File: src/rtl/max7219_rx.sv
// MAX7219 3-wire serial receiver: resynchronises load/din/clk, deserialises 16-bit
// words and latches the daisy-chain frame on every load rising edge.
module max7219_rx #(
   parameter int G_NB_DEV      = 1,
   parameter int G_SYNC_STAGES = 2
) (
   input  logic                   clk,
   input  logic                   rst,
   input  logic                   i_max7219_clk,
   input  logic                   i_max7219_din,
   input  logic                   i_max7219_load,
   output logic [15:0]            o_word,
   output logic                   o_word_valid,
   output logic [16*G_NB_DEV-1:0] o_frame,
   output logic                   o_frame_valid,
   output logic [15:0]            o_bit_cnt,
   output logic                   o_err_len,
   output logic                   o_overflow
);
   localparam int FRAME_W = 16 * G_NB_DEV;
   localparam int SD      = G_SYNC_STAGES;

   typedef enum logic [1:0] {S_IDLE, S_SHIFT, S_LATCH} state_t;

   state_t             state_q;
   logic [SD:0]        sclk_q;
   logic [SD:0]        load_q;
   logic [SD-1:0]      din_q;
   logic [SD-1:0]      smp_vld_q;
   logic               armed_q;
   logic [FRAME_W-1:0] shreg_q;
   logic [FRAME_W-1:0] frame_q;
   logic [15:0]        cnt_q;
   logic [15:0]        word_q;
   logic [15:0]        bit_cnt_q;
   logic               word_valid_q;
   logic               frame_valid_q;
   logic               err_len_q;
   logic               overflow_q;

   logic               sclk_rise;
   logic               load_rise;
   logic               load_fall;
   logic               din_s;
   logic [FRAME_W-1:0] sh_base_d;
   logic [FRAME_W-1:0] sh_shift_d;
   logic [FRAME_W-1:0] sh_fin_d;
   logic [15:0]        cnt_base_d;
   logic [15:0]        cnt_inc_d;
   logic [15:0]        cnt_fin_d;
   logic               word_hit_d;
   logic               err_len_d;
   logic               overflow_d;

   // Equal depth on all inputs keeps din aligned with the serial clock edge.
   always_ff @(posedge clk) begin
      if (rst) begin
         sclk_q    <= '0;
         din_q     <= '0;
         load_q    <= '1;
         smp_vld_q <= '0;
         armed_q   <= 1'b0;
      end else begin
         sclk_q    <= {sclk_q[SD-1:0], i_max7219_clk};
         din_q     <= {din_q[SD-2:0], i_max7219_din};
         load_q    <= {load_q[SD-1:0], i_max7219_load};
         smp_vld_q <= {smp_vld_q[SD-2:0], 1'b1};
         // Frames are accepted only once load has really been seen high after reset.
         if (load_q[SD-1] && smp_vld_q[SD-1]) begin
            armed_q <= 1'b1;
         end
      end
   end

   assign sclk_rise = sclk_q[SD-1] & ~sclk_q[SD];
   assign load_rise = load_q[SD-1] & ~load_q[SD];
   assign load_fall = ~load_q[SD-1] & load_q[SD] & armed_q;
   assign din_s     = din_q[SD-1];

   always_comb begin
      sh_base_d  = shreg_q;
      cnt_base_d = cnt_q;
      if (state_q != S_SHIFT) begin
         sh_base_d  = '0;
         cnt_base_d = '0;
      end
      sh_shift_d = {sh_base_d[FRAME_W-2:0], din_s};
      cnt_inc_d  = (cnt_base_d == 16'hFFFF) ? cnt_base_d : cnt_base_d + 16'd1;
      word_hit_d = (cnt_inc_d[3:0] == 4'd0) && (cnt_inc_d != 16'd0);
      sh_fin_d   = sclk_rise ? sh_shift_d : shreg_q;
      cnt_fin_d  = sclk_rise ? cnt_inc_d : cnt_q;
      err_len_d  = (cnt_fin_d == 16'd0) || (cnt_fin_d[3:0] != 4'd0);
      overflow_d = {16'd0, cnt_fin_d} > 32'(FRAME_W);
   end

   always_ff @(posedge clk) begin
      if (rst) begin
         state_q       <= S_IDLE;
         shreg_q       <= '0;
         cnt_q         <= '0;
         frame_q       <= '0;
         word_q        <= '0;
         bit_cnt_q     <= '0;
         word_valid_q  <= 1'b0;
         frame_valid_q <= 1'b0;
         err_len_q     <= 1'b0;
         overflow_q    <= 1'b0;
      end else begin
         word_valid_q  <= 1'b0;
         frame_valid_q <= 1'b0;
         case (state_q)
            S_IDLE: begin
               if (load_fall) begin
                  state_q <= S_SHIFT;
                  // A bit arriving with the falling edge becomes bit 1 of the new frame.
                  shreg_q <= sclk_rise ? sh_shift_d : '0;
                  cnt_q   <= sclk_rise ? cnt_inc_d : 16'd0;
               end
            end
            S_SHIFT: begin
               if (sclk_rise) begin
                  shreg_q <= sh_shift_d;
                  cnt_q   <= cnt_inc_d;
                  if (word_hit_d) begin
                     word_q       <= sh_shift_d[15:0];
                     word_valid_q <= 1'b1;
                  end
               end
               if (load_rise) begin
                  state_q       <= S_LATCH;
                  frame_q       <= sh_fin_d;
                  bit_cnt_q     <= cnt_fin_d;
                  err_len_q     <= err_len_d;
                  overflow_q    <= overflow_d;
                  frame_valid_q <= 1'b1;
               end
            end
            S_LATCH: state_q <= S_IDLE;
            default: state_q <= S_IDLE;
         endcase
      end
   end

   assign o_word        = word_q;
   assign o_word_valid  = word_valid_q;
   assign o_frame       = frame_q;
   assign o_frame_valid = frame_valid_q;
   assign o_bit_cnt     = bit_cnt_q;
   assign o_err_len     = err_len_q;
   assign o_overflow    = overflow_q;
endmodule

File: config.mk
export PLATFORM = sky130hd
export DESIGN_NAME = max7219_rx
export DESIGN_NICKNAME = d
export VERILOG_FILES = /design/src/rtl/max7219_rx.sv
export SDC_FILE = /design/constraint.sdc
export NUM_CORES = 1
export LEC_CHECK = 0
export BUFFER_PORTS_ARGS = -buffer_cell sky130_fd_sc_hd__buf_2
export CAP_MARGIN = 25
export CORE_MARGIN = 1.5
export CORE_UTILIZATION = 55
export CTS_BUF_LIST = sky130_fd_sc_hd__clkbuf_8
export DETAILED_ROUTE_END_ITERATION = 10
export HOLD_SLACK_MARGIN = 0.15
export PLACE_DENSITY = 0.87
export RECOVER_POWER = 50
export SLEW_MARGIN = 20
export SYNTH_ARGS = -nofsm -noshare
export SYNTH_HDL_FRONTEND = slang
export SYNTH_SLANG_ARGS = --single-unit
File: constraint.sdc
create_clock -name clk -period 4.4 [get_ports clk]
set_input_delay 0.22 -clock clk [delete_from_list [all_inputs] [get_ports clk]]
set_output_delay 0.22 -clock clk [all_outputs]
set_load 0.05 [all_outputs]
After elaboration in Yosys (flattened, before gate mapping)
Index checks and enable logic that the tools add are counted.
- word-level logic and storage cells: 64
- flip-flop bits (word level): 97
- input port bits: 5
- bitwise logic cells: 9
- $lt $le $gt $ge: 1
- eq/ne operators: 5
- add/subtract/negate cells: 1
- reductions and logical operators: 15
- mux-type cells: 17
- operator list (kind ; count):
    $mux 16 ; 8
    $pmux 16 s2 ; 2
    $add 16x1->16 const B ; 1
    $eq 16x16->1 const B ; 1
    $gt 16x5->1 const B ; 1
    $logic_not 16->1 ; 1
    $reduce_bool 16->1 ; 1
    $mux 15 ; 1
    $reduce_and 2->1 ; 3
    $not 1->1 ; 5
    $and 1x1->1 ; 4
    $logic_not 4->1 ; 1
    $mux 2 ; 2
    $ne 2x2->1 const B ; 2
    $pmux 2 s2 ; 1
    $reduce_bool 4->1 ; 1
    $mux 1 ; 3
    $reduce_and 3->1 ; 1
    $reduce_or 3->1 ; 1
    $eq 2x1->1 const B ; 1
    $logic_and 1x1->1 ; 2
    $logic_not 2->1 ; 1
    $ne 2x1->1 const B ; 1
    $reduce_bool 2->1 ; 1
    other kinds (2) ; 2

Depth between registers and ports, before layout
- word-level depth: 7
- mapped depth: 18
- gate-level depth less buffers: 10

Least setup slack after synthesis
Ideal clock, no wire load.
- kind: register -> register
- start: register state_q[0]
- end: register word_q[10], in the netlist o_word[10]
- stages on the path, launching flop included: 17
- period minus slack after synthesis: 3.716 ns
- required time: 4.279 ns
- setup time: 0.121 ns
- path buffers: 6
- slack: 0.684 ns
- arrival time: 3.595 ns
- path through: dfxtp_1 -> nor2b_1 -> buf_2 -> buf_2 -> clkbuf_1 -> and2_1 -> ha_1 -> clkbuf_1 -> and4_1 -> buf_2 -> nand4_1 -> or4_1 -> a2bb2oi_1 -> nand2_1 -> clkbuf_1 -> a32oi_1 -> o21ai_2
- word-level cells in the longest chain between the ends: 7
- ends and longest elaborated chain (what ; line ; text):
    start, declared ; 25 ; state_t state_q;
    start signal, assigned ; 98 ; state_q <= S_IDLE;
    start signal, assigned ; 114 ; state_q <= S_SHIFT;
    start signal, assigned ; 130 ; state_q <= S_LATCH;
    $ne 2x1->1 ; 83 ; if (state_q != S_SHIFT) begin
    $mux 16 ; 83 ;
    $add 16x1->16 or $eq 16x16->1 (tied branches) ; 88 ; cnt_inc_d = (cnt_base_d == 16'hFFFF) ? cnt_base_d : cnt_base_d + 16'd1;
    $mux 16 ; 88 ;
    $reduce_bool 16->1 or $logic_not 4->1 (tied branches) ; 89 ; word_hit_d = (cnt_inc_d[3:0] == 4'd0) && (cnt_inc_d != 16'd0);
    $logic_and 1x1->1 ; 89 ;
    $reduce_and 3->1 (no line) ; n/a ;
    end signal, assigned ; 125 ; word_q <= sh_shift_d[15:0];
    end, declared ; 34 ; logic [15:0] word_q;
Several ways; a longest one is shown, not always the timed one.
A chain may end at the register's enable or synchronous reset.

Worst setup path after layout
- start: register state_q[0]
- end: register word_q[6], in the netlist o_word[6]
Same word-level chain as after synthesis.

==> summary.md <==
| Metric | Value |
|---|---|
| Die height | 99.70 µm |
| Outcome | finished with violations |
| Register cell area after layout | 1942 µm² |
| Finished Layout Cells | 774 |
| Final TNS setup | 0 ns |
| Clock Skews | 0.02504 ns |
| Largest net degree at the start of global routing | 58 |
| Failing checks | max-capacitance violations, max-slew violations |
| # H-tree levels | 3 |
| Fraction of layout cells with a size suffix above 1 | 8.597% |
| Share of the synthesized area in the top cell type | 37.76% |
| Root Driver | clkbuf_8 |
| Avg Inst Size Synth | 8.035 µm² |
| Asr flop ratio synth | 0% |
| Highest metal layer with signal wires | met4 |
| Post-route ant nets | 0 |
| Met2 Routed Length | 6442 µm |
| ANT cells | 0 |
| CTS buffer count | 9 |
| First-pass GRT wire length | 23,380 µm |
| Total Routing Usage GR | 29.30% |
| # IOs | 57 |
| Crit path capture type | flip-flop |
| Startpoint types | flip-flop |
| Worst reg2reg path depth | 11 |
| Post-Syn Area | 5142 µm² |
| Vias in the first global route | 4,617 |
| Worst min-delay path startpoint | load_q[0] |
| Critical Path RT | 4.65 ns |
| Width of the die | 99.70 µm |
| Die Area | 9939 µm² |
| Worst-Skew Late Latency | 0.37 ns |
| Final Net Count | 664 |
| Crit-path max FO | 16 |
| Initial DRC Count | 554 |
| # clock sinks | 97 |
| Cts repair resizes | 0 |
| Syn_nets | 646 |
| Pleak | 1.781 nW |
| TritonRoute pass-1 iters | 5 |
| RSZ-0062 raised after global routing | no |
| Wire per inst | 18.57 µm |
| Seq/Total Area, Yosys | 37.76% |
| FF-to-FF setup slack | 0.56 ns |
| Core Area | 9153 µm² |
| Synth Instances | 640 |
| Initial antenna violation count | 0 |
| Ys flop type | dfxtp_1 |
| CTS tree | done |
| Initial Util | 56.19% |
| GRT overflow | 0 |
| Worst setup margin | 0.5609 ns |
| Reg-to-Reg Start | state_q[0] |
| Leading area contributor after synthesis | dfxtp_1 |
| Count leader, synth | dfxtp_1 |
| Placed insts | 753 |
| Period Utilization, post-route | 87.25% |
| Cts hold-fix bufs | 3 |
| Pwr per Cell Area | 276.2 nW/µm² |
| MaxCap Viol Count | 2 |
| Yosys warning total | 0 |
| PortBufs | 56 |
| Via-to-Cell Ratio | 6.508 |
| Final setup viols | 0 |
| Place WS | 0.6826 ns |
| Post-synth EDFFs | 0 |
| WL met1 | 6304 µm |
| Dpl hpwl | 9650 µm |
| Min Clock Period, post-route | 3.839 ns |
| Final Hold Vio Count | 0 |
| Hold crit path type | reg -> reg |
| Core Rows | 35 |
| Top cells by area, synth | dfxtp_1, a21oi_1, nand2_1 |
| Post-CTS setup repair buffer count | 0 |
| Multi-input logic area | 2877 µm² |
| Worst slew margin | -16.60% |
| FF+latch count, synth | 97 |
| Setup Crit Path Kind | reg -> reg |
| Final Max Slew Viols | 78 |
| Vias | 5,037 |
| Area Growth Syn to Fin | 7.324% |
| Top cells by count, synth | dfxtp_1, nand2_1, a21oi_1 |
| Achievable Freq | 260.5 MHz |
| Cells on Worst Hold Path | 1 |
| Met3 routed WL | 1279 µm |
| Routed WL | 14,370 µm |
| Reg clk slew, reported paths | 0.11 ns |
| DRC Markers | 0 |
| Slew @ Worst Pin | 1.749 ns |
| Placer Congestion | 0.9555 |
| Synth cell types | 67 |
| Maximum VDD drop | 0.1784 mV |
| Reg2reg end | o_word[6] |
| Worst EP arrival | 4.09 ns |
| Filler cells | 853 |
| Hold EP | load_q[1] |
| CTS Buffer Depth | 2 |
-- how the worst max path moves through the flow --
stage | startpoint | slack, ns | end | cells past startpoint
detailed placement | state_q[0] | 0.68 | o_word[6] | 11
floorplan | state_q[0] | 0.68 | o_word[10] | 16
finish | state_q[0] | 0.56 | o_word[6] | 11
CTS | state_q[0] | 0.67 | o_word[6] | 11
global placement | state_q[0] | 0.91 | o_word[4] | 11
global route | state_q[0] | 0.34 | o_word[6] | 11
-- final cells by class --
cell class	count	share of cell area (%)
Clock inverter	6	1.066
Timing Repair Buffer	75	6.416
Tap cell	111	2.516
Inverter	3	0.2040
Sequential cell	97	35.18
Clock buffer	10	2.494
Multi-Input combinational cell	472	52.12
-- flip-flops by register name (all words and copies together) (netlist names) --
register / flops
o_err_len: 1
o_bit_cnt: 16
state_q: 2
o_overflow: 1
armed_q: 1
o_word: 16
din_q: 2
o_frame_valid: 1
o_frame: 16
sclk_q: 3
shreg_q: 16
o_word_valid: 1
load_q: 3
smp_vld_q: 2
cnt_q: 16
-- power breakdown --
part           internal (mW)  switching (mW)
Combinational         0.0146          0.0500
Clock                  0.232           0.339
Sequential             0.884         0.00471
-- worst max-delay path, stage by stage, from the launching register on --
cell and delay, ns:
dfxtp_1 0.43, nor2b_2 0.38, and2_1 0.23, ha_1 0.32, and4_1 0.49, and4_4 0.33, mux2_2 0.33, o21ai_0 0.20
and3_1 0.37, and3b_1 0.22, buf_4 0.25, o21ai_0 0.15
-- metal layers --
layer  global-route usage, %  up-vias
li1                        -     2372
met1                   42.32     2367
met2                   43.49      264
met3                   4.076       34
met4                   12.89        0
met5                       0        -
-- per-stage QoR --
stage / hold slack, ns / total power [mW] / utilization (%) / area [µm²]
6_report: 0.4249 / 1.525 / 60.30 / 5519
4_1_cts: 0.4360 / 1.532 / 60.97 / 5580
3_5_place_dp: 0.4097 / 0.9708 / 58.50 / 5354
2_1_floorplan: 0.3238 / 0.9518 / - / 5142
3_3_place_gp: 0.3908 / 0.9688 / 58.50 / 5354
5_1_grt: 0.4524 / 1.576 / 60.30 / 5519
-- cells in the final DEF, fill, tap and decap left out, types with 4 or more instances in the layout --
cell type and count:
o21ai_0 31, nand4_1 9, and4_1 5, nor3b_1 15
a22o_1 16, xnor2_1 8, and2_1 6, a21oi_1 57
o211ai_1 4, clkbuf_8 10, nor2b_1 25, clkbuf_1 55
o31ai_1 4, a31oi_1 5, a32oi_1 16, o21ai_2 9
or2_2 4, dfxtp_1 97, nand3_1 29, nor3_1 11
nand2_1 70, and3_1 7, nor2_1 48, a211oi_1 14
mux2i_1 4, buf_4 13, a22oi_1 18, nand2b_1 6
-- logic make-up (layout without fill, tap and decap cells) --
| kind of cell | Yosys count | after routing | share of synthesized area [%] |
|---|---|---|---|
| xor+xnor | 8 | 8 | 1.363 |
| simple gates | 255 | 255 | 25.72 |
| buf+inv | 71 | 94 | 6.447 |
| mux | 7 | 7 | 1.654 |
| flops | 97 | 97 | 37.76 |
| compound gates | 201 | 201 | 26.81 |
| fa+ha+maj | 1 | 1 | 0.2433 |
Note: power is estimated with default switching activity, not from simulation.
